File: src/rtl/expand_sched_pkg.sv
// Shared types and constants for the EXPAND channel scheduler.
package expand_sched_pkg;

    localparam int NUM_CH_DEF      = 32;
    localparam int CH_W_DEF        = 5;
    localparam int TIMEOUT_CYC_DEF = 255;

    localparam logic LAW_MU = 1'b0;
    localparam logic LAW_A  = 1'b1;

    typedef enum logic [2:0] {
        IDLE  = 3'd0,
        SCAN  = 3'd1,
        START = 3'd2,
        WAIT  = 3'd3,
        FDONE = 3'd4
    } state_t;

endpackage

File: src/rtl/expand_sched_penc.sv
// Lowest-set-bit priority encoder. Returns the index of the lowest set bit
// of i_mask and a valid flag. Purely combinational.
module expand_sched_penc
    import expand_sched_pkg::*;
#(
    parameter int NUM_CH = NUM_CH_DEF,
    parameter int CH_W   = CH_W_DEF
) (
    input  logic [NUM_CH-1:0] i_mask,
    output logic [CH_W-1:0]   o_idx,
    output logic              o_valid
);

    logic [NUM_CH-1:0] w_lsb;

    // Isolate the lowest set bit (two's-complement trick), then OR-encode its
    // position; at most one w_lsb bit is set so the OR is a clean encoder.
    always_comb begin
        w_lsb   = i_mask & ((~i_mask) + {{(NUM_CH-1){1'b0}}, 1'b1});
        o_idx   = '0;
        for (int i = 0; i < NUM_CH; i++) begin
            o_idx = o_idx | (CH_W'(i) & {CH_W{w_lsb[i]}});
        end
        o_valid = |i_mask;
    end

endmodule

File: src/rtl/expand_scheduler.sv
// Frame-based sequencer for the shared EXPAND (log-PCM to linear) resource.
// Each accepted frame_sync snapshots ch_enable/ch_law and issues one EXPAND
// operation per enabled channel, lowest index first.
// Optional build macro: EXPAND_SCHED_TIMEOUT_EN adds a per-channel watchdog
// and the err_timeout / err_ch outputs.
module expand_scheduler
    import expand_sched_pkg::*;
#(
    parameter int NUM_CH      = NUM_CH_DEF,
    parameter int CH_W        = CH_W_DEF,
    parameter int TIMEOUT_CYC = TIMEOUT_CYC_DEF
) (
    input  logic              clk,
    input  logic              reset,
    input  logic              frame_sync,
    input  logic [NUM_CH-1:0] ch_enable,
    input  logic [NUM_CH-1:0] ch_law,
    output logic              exp_start,
    output logic [CH_W-1:0]   exp_ch,
    output logic              exp_law,
    input  logic              exp_done,
    output logic              busy,
    output logic              frame_done,
    output logic              overrun,
    input  logic              overrun_clr,
`ifdef EXPAND_SCHED_TIMEOUT_EN
    output logic              err_timeout,
    output logic [CH_W-1:0]   err_ch,
`endif
    input  logic              scan_in0,
    input  logic              scan_enable,
    input  logic              test_mode,
    output logic              scan_out0
);

    state_t            r_state, w_state_nxt;
    logic [NUM_CH-1:0] r_pending, w_pending_nxt;
    logic [NUM_CH-1:0] r_law_snap, w_law_snap_nxt;
    logic [CH_W-1:0]   r_exp_ch, w_exp_ch_nxt;
    logic              r_exp_law, w_exp_law_nxt;
    logic              r_exp_start, w_exp_start_nxt;
    logic              r_busy, w_busy_nxt;
    logic              r_frame_done, w_frame_done_nxt;
    logic              r_overrun, w_overrun_nxt;
    logic [CH_W-1:0]   w_penc_idx;
    logic              w_penc_valid;
    logic              w_timeout;
    logic [3:0]        w_dft_unused;

    // DFT hooks are functionally inert.
    assign w_dft_unused = {scan_in0, scan_enable, test_mode, (TIMEOUT_CYC > 0)};
    assign scan_out0    = 1'b0;

    expand_sched_penc #(
        .NUM_CH (NUM_CH),
        .CH_W   (CH_W)
    ) u_penc (
        .i_mask  (r_pending),
        .o_idx   (w_penc_idx),
        .o_valid (w_penc_valid)
    );

`ifdef EXPAND_SCHED_TIMEOUT_EN
    localparam int WD_W = ($clog2(TIMEOUT_CYC + 1) > 8) ? $clog2(TIMEOUT_CYC + 1) : 8;

    logic [WD_W-1:0] r_wd_cnt;
    logic            r_err_timeout;
    logic [CH_W-1:0] r_err_ch;

    assign w_timeout   = (r_state == WAIT) && !exp_done && (r_wd_cnt == WD_W'(TIMEOUT_CYC));
    assign err_timeout = r_err_timeout;
    assign err_ch      = r_err_ch;

    // Watchdog: restart on entry to WAIT, count while waiting; latch abandoned channel.
    always_ff @(posedge clk or posedge reset) begin
        if (reset) begin
            r_wd_cnt      <= '0;
            r_err_timeout <= 1'b0;
            r_err_ch      <= '0;
        end else begin
            if (r_state == START) begin
                r_wd_cnt <= '0;
            end else if (r_state == WAIT) begin
                r_wd_cnt <= r_wd_cnt + {{(WD_W-1){1'b0}}, 1'b1};
            end else begin
                r_wd_cnt <= r_wd_cnt;
            end
            if (w_timeout) begin
                r_err_timeout <= 1'b1;
                r_err_ch      <= r_exp_ch;
            end else if (overrun_clr) begin
                r_err_timeout <= 1'b0;
            end else begin
                r_err_timeout <= r_err_timeout;
            end
        end
    end
`else
    assign w_timeout = 1'b0;
`endif

    // State register.
    always_ff @(posedge clk or posedge reset) begin
        if (reset) begin
            r_state <= IDLE;
        end else begin
            r_state <= w_state_nxt;
        end
    end

    // Next-state logic; exp_done only matters in WAIT.
    always_comb begin
        w_state_nxt = r_state;
        case (r_state)
            IDLE: begin
                if (frame_sync) w_state_nxt = SCAN;
                else            w_state_nxt = IDLE;
            end
            SCAN: begin
                if (w_penc_valid) w_state_nxt = START;
                else              w_state_nxt = FDONE;
            end
            START:   w_state_nxt = WAIT;
            WAIT: begin
                if (exp_done || w_timeout) w_state_nxt = SCAN;
                else                       w_state_nxt = WAIT;
            end
            FDONE:   w_state_nxt = IDLE;
            default: w_state_nxt = IDLE;
        endcase
    end

    // Output / datapath next values; pulses are pre-decoded from the next
    // state so they appear registered in the cycle the FSM sits in START/FDONE.
    always_comb begin
        w_pending_nxt    = r_pending;
        w_law_snap_nxt   = r_law_snap;
        w_exp_ch_nxt     = r_exp_ch;
        w_exp_law_nxt    = r_exp_law;
        w_busy_nxt       = r_busy;
        w_exp_start_nxt  = (w_state_nxt == START);
        w_frame_done_nxt = (w_state_nxt == FDONE);
        case (r_state)
            IDLE: begin
                if (frame_sync) begin
                    w_pending_nxt  = ch_enable;
                    w_law_snap_nxt = ch_law;
                    w_busy_nxt     = 1'b1;
                end else begin
                    w_busy_nxt     = r_busy;
                end
            end
            SCAN: begin
                if (w_penc_valid) begin
                    w_exp_ch_nxt  = w_penc_idx;
                    w_exp_law_nxt = r_law_snap[w_penc_idx];
                end else begin
                    w_exp_ch_nxt  = r_exp_ch;
                end
            end
            START: begin
                w_pending_nxt[r_exp_ch] = 1'b0;
            end
            FDONE: begin
                w_busy_nxt = 1'b0;
            end
            default: begin
                w_busy_nxt = r_busy;
            end
        endcase
        // Overrun: a frame_sync outside IDLE sets it; set beats clear.
        if (frame_sync && (r_state != IDLE)) begin
            w_overrun_nxt = 1'b1;
        end else if (overrun_clr) begin
            w_overrun_nxt = 1'b0;
        end else begin
            w_overrun_nxt = r_overrun;
        end
    end

    // Datapath and output registers.
    always_ff @(posedge clk or posedge reset) begin
        if (reset) begin
            r_pending    <= '0;
            r_law_snap   <= '0;
            r_exp_ch     <= '0;
            r_exp_law    <= LAW_MU;
            r_exp_start  <= 1'b0;
            r_busy       <= 1'b0;
            r_frame_done <= 1'b0;
            r_overrun    <= 1'b0;
        end else begin
            r_pending    <= w_pending_nxt;
            r_law_snap   <= w_law_snap_nxt;
            r_exp_ch     <= w_exp_ch_nxt;
            r_exp_law    <= w_exp_law_nxt;
            r_exp_start  <= w_exp_start_nxt;
            r_busy       <= w_busy_nxt;
            r_frame_done <= w_frame_done_nxt;
            r_overrun    <= w_overrun_nxt;
        end
    end

    assign exp_start  = r_exp_start;
    assign exp_ch     = r_exp_ch;
    assign exp_law    = r_exp_law;
    assign busy       = r_busy;
    assign frame_done = r_frame_done;
    assign overrun    = r_overrun;

endmodule

File: config.mk
export PLATFORM = sky130hd
export DESIGN_NAME = expand_scheduler
export DESIGN_NICKNAME = d
export VERILOG_FILES = /design/src/rtl/expand_sched_pkg.sv /design/src/rtl/expand_sched_penc.sv /design/src/rtl/expand_scheduler.sv
export SDC_FILE = /design/constraint.sdc
export NUM_CORES = 1
export LEC_CHECK = 0
export BUFFER_PORTS_ARGS = -buffer_cell sky130_fd_sc_hd__buf_4
export CORE_MARGIN = 4
export CORE_UTILIZATION = 40
export CTS_CLUSTER_DIAMETER = 80
export DETAILED_ROUTE_END_ITERATION = 8
export HOLD_SLACK_MARGIN = 0.15
export PLACE_DENSITY = 0.68
export SETUP_SLACK_MARGIN = 0.05
export SLEW_MARGIN = 25
export SYNTH_ARGS = -nofsm -noshare
export SYNTH_HDL_FRONTEND = slang
export SYNTH_SLANG_ARGS = --single-unit
File: constraint.sdc
create_clock -name clk -period 2.8 [get_ports clk]
set_input_delay 0 -clock clk [delete_from_list [all_inputs] [get_ports clk]]
set_output_delay 0 -clock clk [all_outputs]
set_load 0.03 [all_outputs]
==> summary by stage, run 1 <==
Timing
The final count of pins violating max slew is 0. The worst-case clock skew is 0.0104 ns. The transition time at the pin with the least slew margin is 0.551 ns.

Static timing analysis puts the maximum clock frequency at 366 MHz. The setup TNS is 0 ns. Setup repair after global routing could not meet its margin everywhere.

The minimum period implied by the final worst setup slack is 2.74 ns. The worst relative slew slack is 0.633. Setup violations remaining at the end of the flow were counted as 0.

The setup slack of the critical path after layout is 0.0642 ns. In the finished design, the share of the clock period the worst path needs comes to 0.977. The hold violation total from the final report is 0. The worst hold slack across all endpoints is 0.264 ns.

Floorplanning
The area of the die is 11,600 µm². From bottom edge to top edge, the die measures 108 µm. In this run the horizontal extent of the chip is 108 µm. The initial utilization of the core area, before any placement, comes to 0.408. In this run the core area contains 36 standard-cell rows.

The top-level I/O count is 83. The floorplan core area is 9730 µm².

Worst setup path
STA classifies the critical path endpoint as a register. The critical path arrival is 3.00 ns. The capture instance of the worst register-to-register path is exp_law$_DFFE_PP0P_. The required arrival time at the worst endpoint is 3.07 ns.

In this run the critical register-to-register path is launched from r_pending[3]$_DFFE_PP0P_. The number of buffers and inverters on the critical path is 1. The most critical setup path has its startpoint at r_pending[3]$_DFFE_PP0P_.

Among the stages of the critical path, the cell type that occurs most often is mux2i_1. The type of origin of the critical path is a register. The cell family with the largest share of critical-path delay is simple AND/OR/NAND/NOR gates.

In this design, the stage delay of the slowest critical-path cell is 0.45 ns. The class of the most critical setup path is register to register. Along the worst path, the maximum fanout reaches 7.

The largest individual stage delay along the critical path comes from the cell dfrtp_1. Counting cells, the worst reg-to-reg path comes to 11. Traced cell by cell, the critical path runs through nor4_4, nand4_4, or2_4, a2bb2oi_4, nand3_4, buf_4, mux2i_1, mux2i_1, and3_1, nand4b_1, o211a_1.

In this run the register-to-register setup slack is 0.06 ns.

Finish
The number of nets in the layout is 627. The area growth from synthesis to layout is 48.2%. The count of cells in the finished layout, fillers not included, comes to 693. 0 antenna diodes ended up in the layout. The fraction of layout instances using a drive strength above 1 is 0.316.

Global route
Summed over all layers, the global routing overflow is 0. Entering global routing, the biggest net connects 78 pins. The initial antenna violation count is 0. The first global-routing pass estimated 17,500 µm of wire. The all-layer global routing usage is 0.191. The number of global-route vias before repair is 3,650.

Placement
The cell count after placement is 601. Routability-driven placement finished with a final weighted congestion of 0.901. The placed wire-length estimate after detailed placement is 7140 µm.

In this run the tool buffered the top-level ports with 78 buffer cells. The worst slack after detailed placement is -0.0234 ns.

Yosys
The number of different library cells in the post-synthesis netlist is 55. The async set-or-reset flop fraction in the synthesized netlist is 1.00. Among all flip-flop cells after synthesis, the most frequent one is dfrtp_1.

Ranked by total cell area, the synthesized netlist is headed by dfrtp_1 49%, mux2_2 9.9%, o21ai_0 9.2%. The commonest cells after synthesis are 77 x dfrtp_1, 73 x o21ai_0, 47 x nand2_1, 35 x mux2_2, 23 x mux2i_1. The area share of the largest cell type after synthesis is 0.485. The synthesized design contains 77 register bits.

After synthesis the cells add up to 3970 µm². dfrtp_1 takes more of the synthesized area than any other cell. Of the synthesized area, sequential elements account for 0.485. In this run the mean area of a mapped cell was 10.2 µm². The most frequent cell after synthesis is dfrtp_1.

The net count of the mapped netlist is 463. Counting flops with a built-in enable in the synthesized netlist gives 0. In the synthesized netlist, the number of instances is 391. During synthesis, Yosys emitted a total of 0 warnings.

Clocking
The clock net in this run drives a total of 77 sinks. The latest clock arrival within the worst-skew pair is 0.37 ns. The cell at the root of the clock tree is clkbuf_8.

The number of H-tree branching levels is 3. TritonCTS built the clock tree. The worst-case clock buffer depth is 2. Clock-pin slew was measured on the worst setup and hold paths at 0.10 ns. Clock tree synthesis inserted a total of 9 buffers.

Flow run
The max-capacitance violation count is 0.

Detailed routing
Before antenna repair, the detailed router went through 6 iterations. Dividing the detail-routed wire length by the instance count gives 15.6 µm. In this run, the number of DRC markers left after iteration 0 of detailed routing was 228.

The detail-routed via count per cell is 5.25. Across all layers, the routed design uses 3,636 vias. After detailed routing, the number of remaining DRC violations is 0.

The number of antenna-violating nets in the routed design is 0. For this block, the routed nets add up to 10,800 µm of wire.

Pwr
Dividing total power by cell area gives a power density of 985 nW/µm². VDD sags by at most 496 µV. Summed over all cells, the static leakage comes to 2.50 nW.

Status
The flow ran to the end, and the final reports show no timing, DRC or antenna violations.

Min path
The worst hold path belongs to the class primary input to async pin.
worst max path at each step:
stage                                endpoint  slack, ns  depth (start not counted)
after global placement    exp_law$_DFFE_PP0P_       0.07                         11
after floorplan           exp_law$_DFFE_PP0P_       0.31                         11
final                     exp_law$_DFFE_PP0P_       0.06                         11
after global routing      exp_law$_DFFE_PP0P_      -0.06                         11
after detailed placement  exp_law$_DFFE_PP0P_      -0.02                         11
after CTS                 exp_law$_DFFE_PP0P_       0.06                         11
sequential cells by signal, summed over array words and instances, names as in the netlist:
signal,flops
r_law_snap,32
r_pending,32
exp_ch,5
r_state,3
busy,1
exp_law,1
exp_start,1
frame_done,1
overrun,1
layout make-up:
type | instances | area, µm²
clock inverter | 7 | 77.6
inverter | 12 | 45.0
tap | 133 | 166
fill | 813 | 3850
sequential | 77 | 1930
multi-input combinational | 287 | 2060
clock buffer | 9 | 124
timing repair buffer | 168 | 1480
cell families (layout without fill, tap and decap cells):
kind of cell,after synthesis,in the layout,share of synthesized area
multiplexers,58,58,0.157
other,1,1,0.000945
AND/OR/NAND/NOR,120,121,0.168
buffers and inverters,28,196,0.0318
AO/OA/AOI/OAI,107,107,0.157
flip-flops,77,77,0.485
worst reg2reg max path: stages, from the launching register on:
cell and delay (ns):
dfrtp_1 0.45, nor4_4 0.44, nand4_4 0.20, or2_4 0.31
a2bb2oi_4 0.20, nand3_4 0.16, buf_4 0.14, mux2i_1 0.17
mux2i_1 0.10, and3_1 0.19, nand4b_1 0.18, o211a_1 0.13
cells in the final DEF, fill, tap and decap left out, types with 3 or more instances in the layout:
cell	Yosys	routed
buf_4	1	95
nor2b_1	3	3
inv_1	11	10
mux2i_1	23	22
a21oi_1	11	11
nand3_1	4	4
nor2_1	22	19
nand2_1	47	45
inv_6	0	3
nand2b_1	3	3
nor3_1	8	6
dlygate4sd3_1	0	69
o21ai_0	73	73
nor4_4	2	4
clkbuf_8	0	9
mux2_2	35	35
nand3b_1	6	6
dfrtp_1	77	77
or3_1	5	4
through the flow:
step | instance area, µm² | power, W | utilization
2_1_floorplan | 3970 | 0.00380 | -
3_3_place_gp | 4780 | 0.00448 | 0.492
3_5_place_dp | 4780 | 0.00456 | 0.492
4_1_cts | 5710 | 0.00556 | 0.587
5_1_grt | 5880 | 0.00621 | 0.605
6_report | 5880 | 0.00579 | 0.605
metal layers:
metal	vias to the layer above	global-route usage	wire length, µm
li1	1752	-	-
met1	1755	0.247	4620
met2	108	0.315	5350
met3	21	0.0462	622
met4	0	0.0631	197
met5	-	0	0
what timing repair did:
action,CTS,global route
setup endpoints to repair,1,1
buffers inserted,0,5
gates resized for setup,4,18
cloned,0,2
hold buffers,69,0
pin swaps,0,5
hold endpoints to repair,144,0
power by group:
part | leakage, nW | switching (W) | internal, W
logic | 1.47 | 0.00135 | 0.00143
clock network | 0.0983 | 0.000498 | 0.000352
registers | 0.934 | 0.000514 | 0.00164
total | 2.50 | 0.00237 | 0.00342
No activity file was read; power rests on OpenSTA's default activity.
==> run 2, diff against run 1 <==
--- a/config.mk
+++ b/config.mk
@@ -6,6 +6,7 @@
 export NUM_CORES = 1
 export LEC_CHECK = 0
 export BUFFER_PORTS_ARGS = -buffer_cell sky130_fd_sc_hd__buf_4
+export CORE_ASPECT_RATIO = 0.5
 export CORE_MARGIN = 4
 export CORE_UTILIZATION = 40
 export CTS_CLUSTER_DIAMETER = 80
==> summary by stage, run 2 (synthesis results as in run 1) <==
Pwr
The fraction of power spent switching nets is 0.370. The clock power share is 0.217. The internal power of the cells is 0.00384 W. Of the total power, combinational logic draws 0.432. Summed over all nets, the switching power comes to 0.00225 W.

The leakage power summed over all cells is 2.55 nW. The peak ir drop on the vdd network is 466 µV. The total power divided by cell area is 1030 nW/µm². The total power is 0.00610 W. The sequential cell fraction of total power is 0.351.

Worst setup path
The master of the slowest instance on the critical path is dfrtp_1. In this design, the stage delay of the slowest critical-path cell is 0.41 ns. The signal on the critical path passes through or3_4, nand4bb_1, or2_4, a2bb2oi_4, nand3_4, buf_6, mux2i_1, mux2i_1, mux2i_1, mux2i_1, o211a_1. The critical path arrival is 2.94 ns. The cell family with the largest share of critical-path delay is simple AND/OR/NAND/NOR gates.

The first element of the critical path is r_pending[17]$_DFFE_PP0P_. The capture instance of the worst register-to-register path is exp_law$_DFFE_PP0P_. The largest driver fanout on the critical path is 6. The required arrival time at the worst endpoint is 3.03 ns. The startpoint of the lowest-slack register-to-register path is r_pending[17]$_DFFE_PP0P_.

The number of cells on the worst reg-to-reg path is 11. The cell repeated most along the worst path is mux2i_1. The kind of capture point of the worst setup path is a register. The number of buffers and inverters on the critical path is 1.

In this run the register-to-register setup slack is 0.1 ns. The class of the most critical setup path is register to register. STA classifies the critical path startpoint as a register.

Global route
The total global routing overflow is 0. The first global-routing pass estimated 18,300 µm of wire. Across every metal layer, demand over resource in global routing totals 0.199.

The maximum number of pins on one net before global-route repair is 57. The number of global-route vias before repair is 3,708. The initial antenna violation count is 0.

Detailed routing
In the routed layout, each cell is associated on average with a via count of 5.19. The detailed-route wire length is 11,000 µm. In the final routed layout, each cell accounts on average for 15.8 µm. The DRC violation count after routing is 0.

The final route contains 3,606 vias. The first detailed-routing pass ran for 4 iterations. The number of antenna-violating nets in the routed design is 0. The detailed router's first-iteration violation count is 251.

Timing
The worst hold slack across all endpoints is 0.357 ns. The minimum period implied by the final worst setup slack is 2.70 ns. The hold violation total from the final report was 0. For the pin with the worst max-slew slack, the measured transition is 0.764 ns. Setup repair after global routing could not meet its margin everywhere. For this run, the top clock speed supported by timing is 370 MHz. Headroom to the max-slew limit came out at 0.490.

The worst-case clock skew is 0.00536 ns. The final-report setup violation count is 0. The final count of pins violating max slew is 0. The final clock period utilization by the worst path is 0.965.

Finish
The filler cells instantiated in the layout total 792. The footprint of the multi-input gates is 2000 µm². The number of nets in the layout is 627.

The number of antenna diodes in the final layout is 0. Excluding fillers, the count of instances in the completed layout stands at 695. The synthesis-to-layout area growth is 49.6%.

The leading cell type in the layout, fill and taps excluded is buf_4. In the final layout, the share of cells above drive strength 1 is 0.313. The register area is 1930 µm². In the layout the commonest cells are 96 x buf_4, 76 x dfrtp_1, 73 x o21ai_0, 69 x dlygate4sd3_1, 47 x nand2_1.

Clocking
The cell at the root of the clock tree is clkbuf_16. The clock drives 77 sinks. After clock tree synthesis, the clock-pin slew on the worst setup and hold paths is 0.06 ns. The number of H-tree branching levels is 3. The TritonCTS clock tree is built. The latest clock arrival within the worst-skew pair is 0.34 ns. The TritonCTS buffer count is 9. The longest clock path from root to sink contains 2 buffers.

Floorplanning
The top-level I/O count is 83. For this configuration, the core starts out at a cell density of 0.416. The floorplan core area is 9540 µm². The die height is 78.4 µm.

The number of core rows is 25. The area of the die is 11,700 µm². From left edge to right edge, the die measures 149 µm.

Min path
The min-delay analysis places its worst path in the category primary input to async pin.

Placement
The count of input and output buffers is 78. The final RePlAce weighted congestion is 0.895. Summed over all nets, the half-perimeter wirelength after detailed placement is 7130 µm. Once placement completed, the tool counted placed cells totaling 608.

Flow run
The tool flagged a number of max-cap violations equal to 0.

Status
The run finished with clean final reports.
[run 2: changes by cell type in the layout (fill, tap and decap cells not counted), moves of 2 or more]
cell,previous run,this run
inv_6,3,0
nor4_4,4,2
bufinv_16,0,2
nand2_1,45,47
clkbuf_16,1,9
clkbuf_8,9,4
nand2_2,2,0
clkinv_8,2,0
[run 2: layout make-up]
cell class | count | area share
clock buffers | 13 | 0.0472
multi-input cells | 287 | 0.336
inverters | 12 | 0.00759
repair buffers | 168 | 0.245
flip-flops and latches | 77 | 0.325
clock inverters | 3 | 0.0110
well taps | 135 | 0.0285
[run 2: power groups by stage]
stage	Combinational [W]	Sequential [W]	Clock, W
floorplan	0.00171	0.00210	0
global placement	0.00239	0.00212	0
detailed placement	0.00243	0.00214	0
CTS	0.00257	0.00212	0.00134
global route	0.00292	0.00221	0.00139
finish	0.00264	0.00214	0.00132
[run 2: metal layers]
| metal | wire length [µm] | track usage |
|---|---|---|
| met5 | 0 | 0 |
| met4 | 99 | 0.0511 |
| met3 | 597 | 0.0577 |
| met2 | 5280 | 0.335 |
| met1 | 4970 | 0.254 |
[run 2: how the worst max path moves through the flow]
| stage | end | slack (ns) | cells past startpoint |
|---|---|---|---|
| after floorplan | exp_law$_DFFE_PP0P_ | 0.31 | 11 |
| after global placement | exp_law$_DFFE_PP0P_ | 0.09 | 11 |
| after detailed placement | exp_law$_DFFE_PP0P_ | 0.03 | 11 |
| after CTS | exp_law$_DFFE_PP0P_ | 0.06 | 11 |
| after global routing | exp_law$_DFFE_PP0P_ | -0.05 | 11 |
| final | exp_law$_DFFE_PP0P_ | 0.1 | 11 |
[run 2: timing repair]
action                                 CTS  global route
endpoints found under the hold margin  101             0
pin swaps                                0             5
hold buffers                            69             0
resized for setup                        1            13
setup endpoints to repair                1             1
setup buffers                            1             0
cloned                                   1             0
[run 2: metrics by stage]
step / setup slack, ns / cell area, µm² / util / TNS (ns)
floorplan: 0.312 / 3970 / - / 0
global placement: 0.0934 / 4810 / 0.504 / 0
detailed placement: 0.0280 / 4810 / 0.504 / 0
CTS: 0.0648 / 5870 / 0.615 / 0
global route: -0.0483 / 5940 / 0.622 / -0.0483
finish: 0.0972 / 5940 / 0.622 / 0
[run 2: worst min-delay path: stages]
cell and delay (ns):
dlygate4sd3_1 0.53, buf_4 0.13, inv_2 0.55
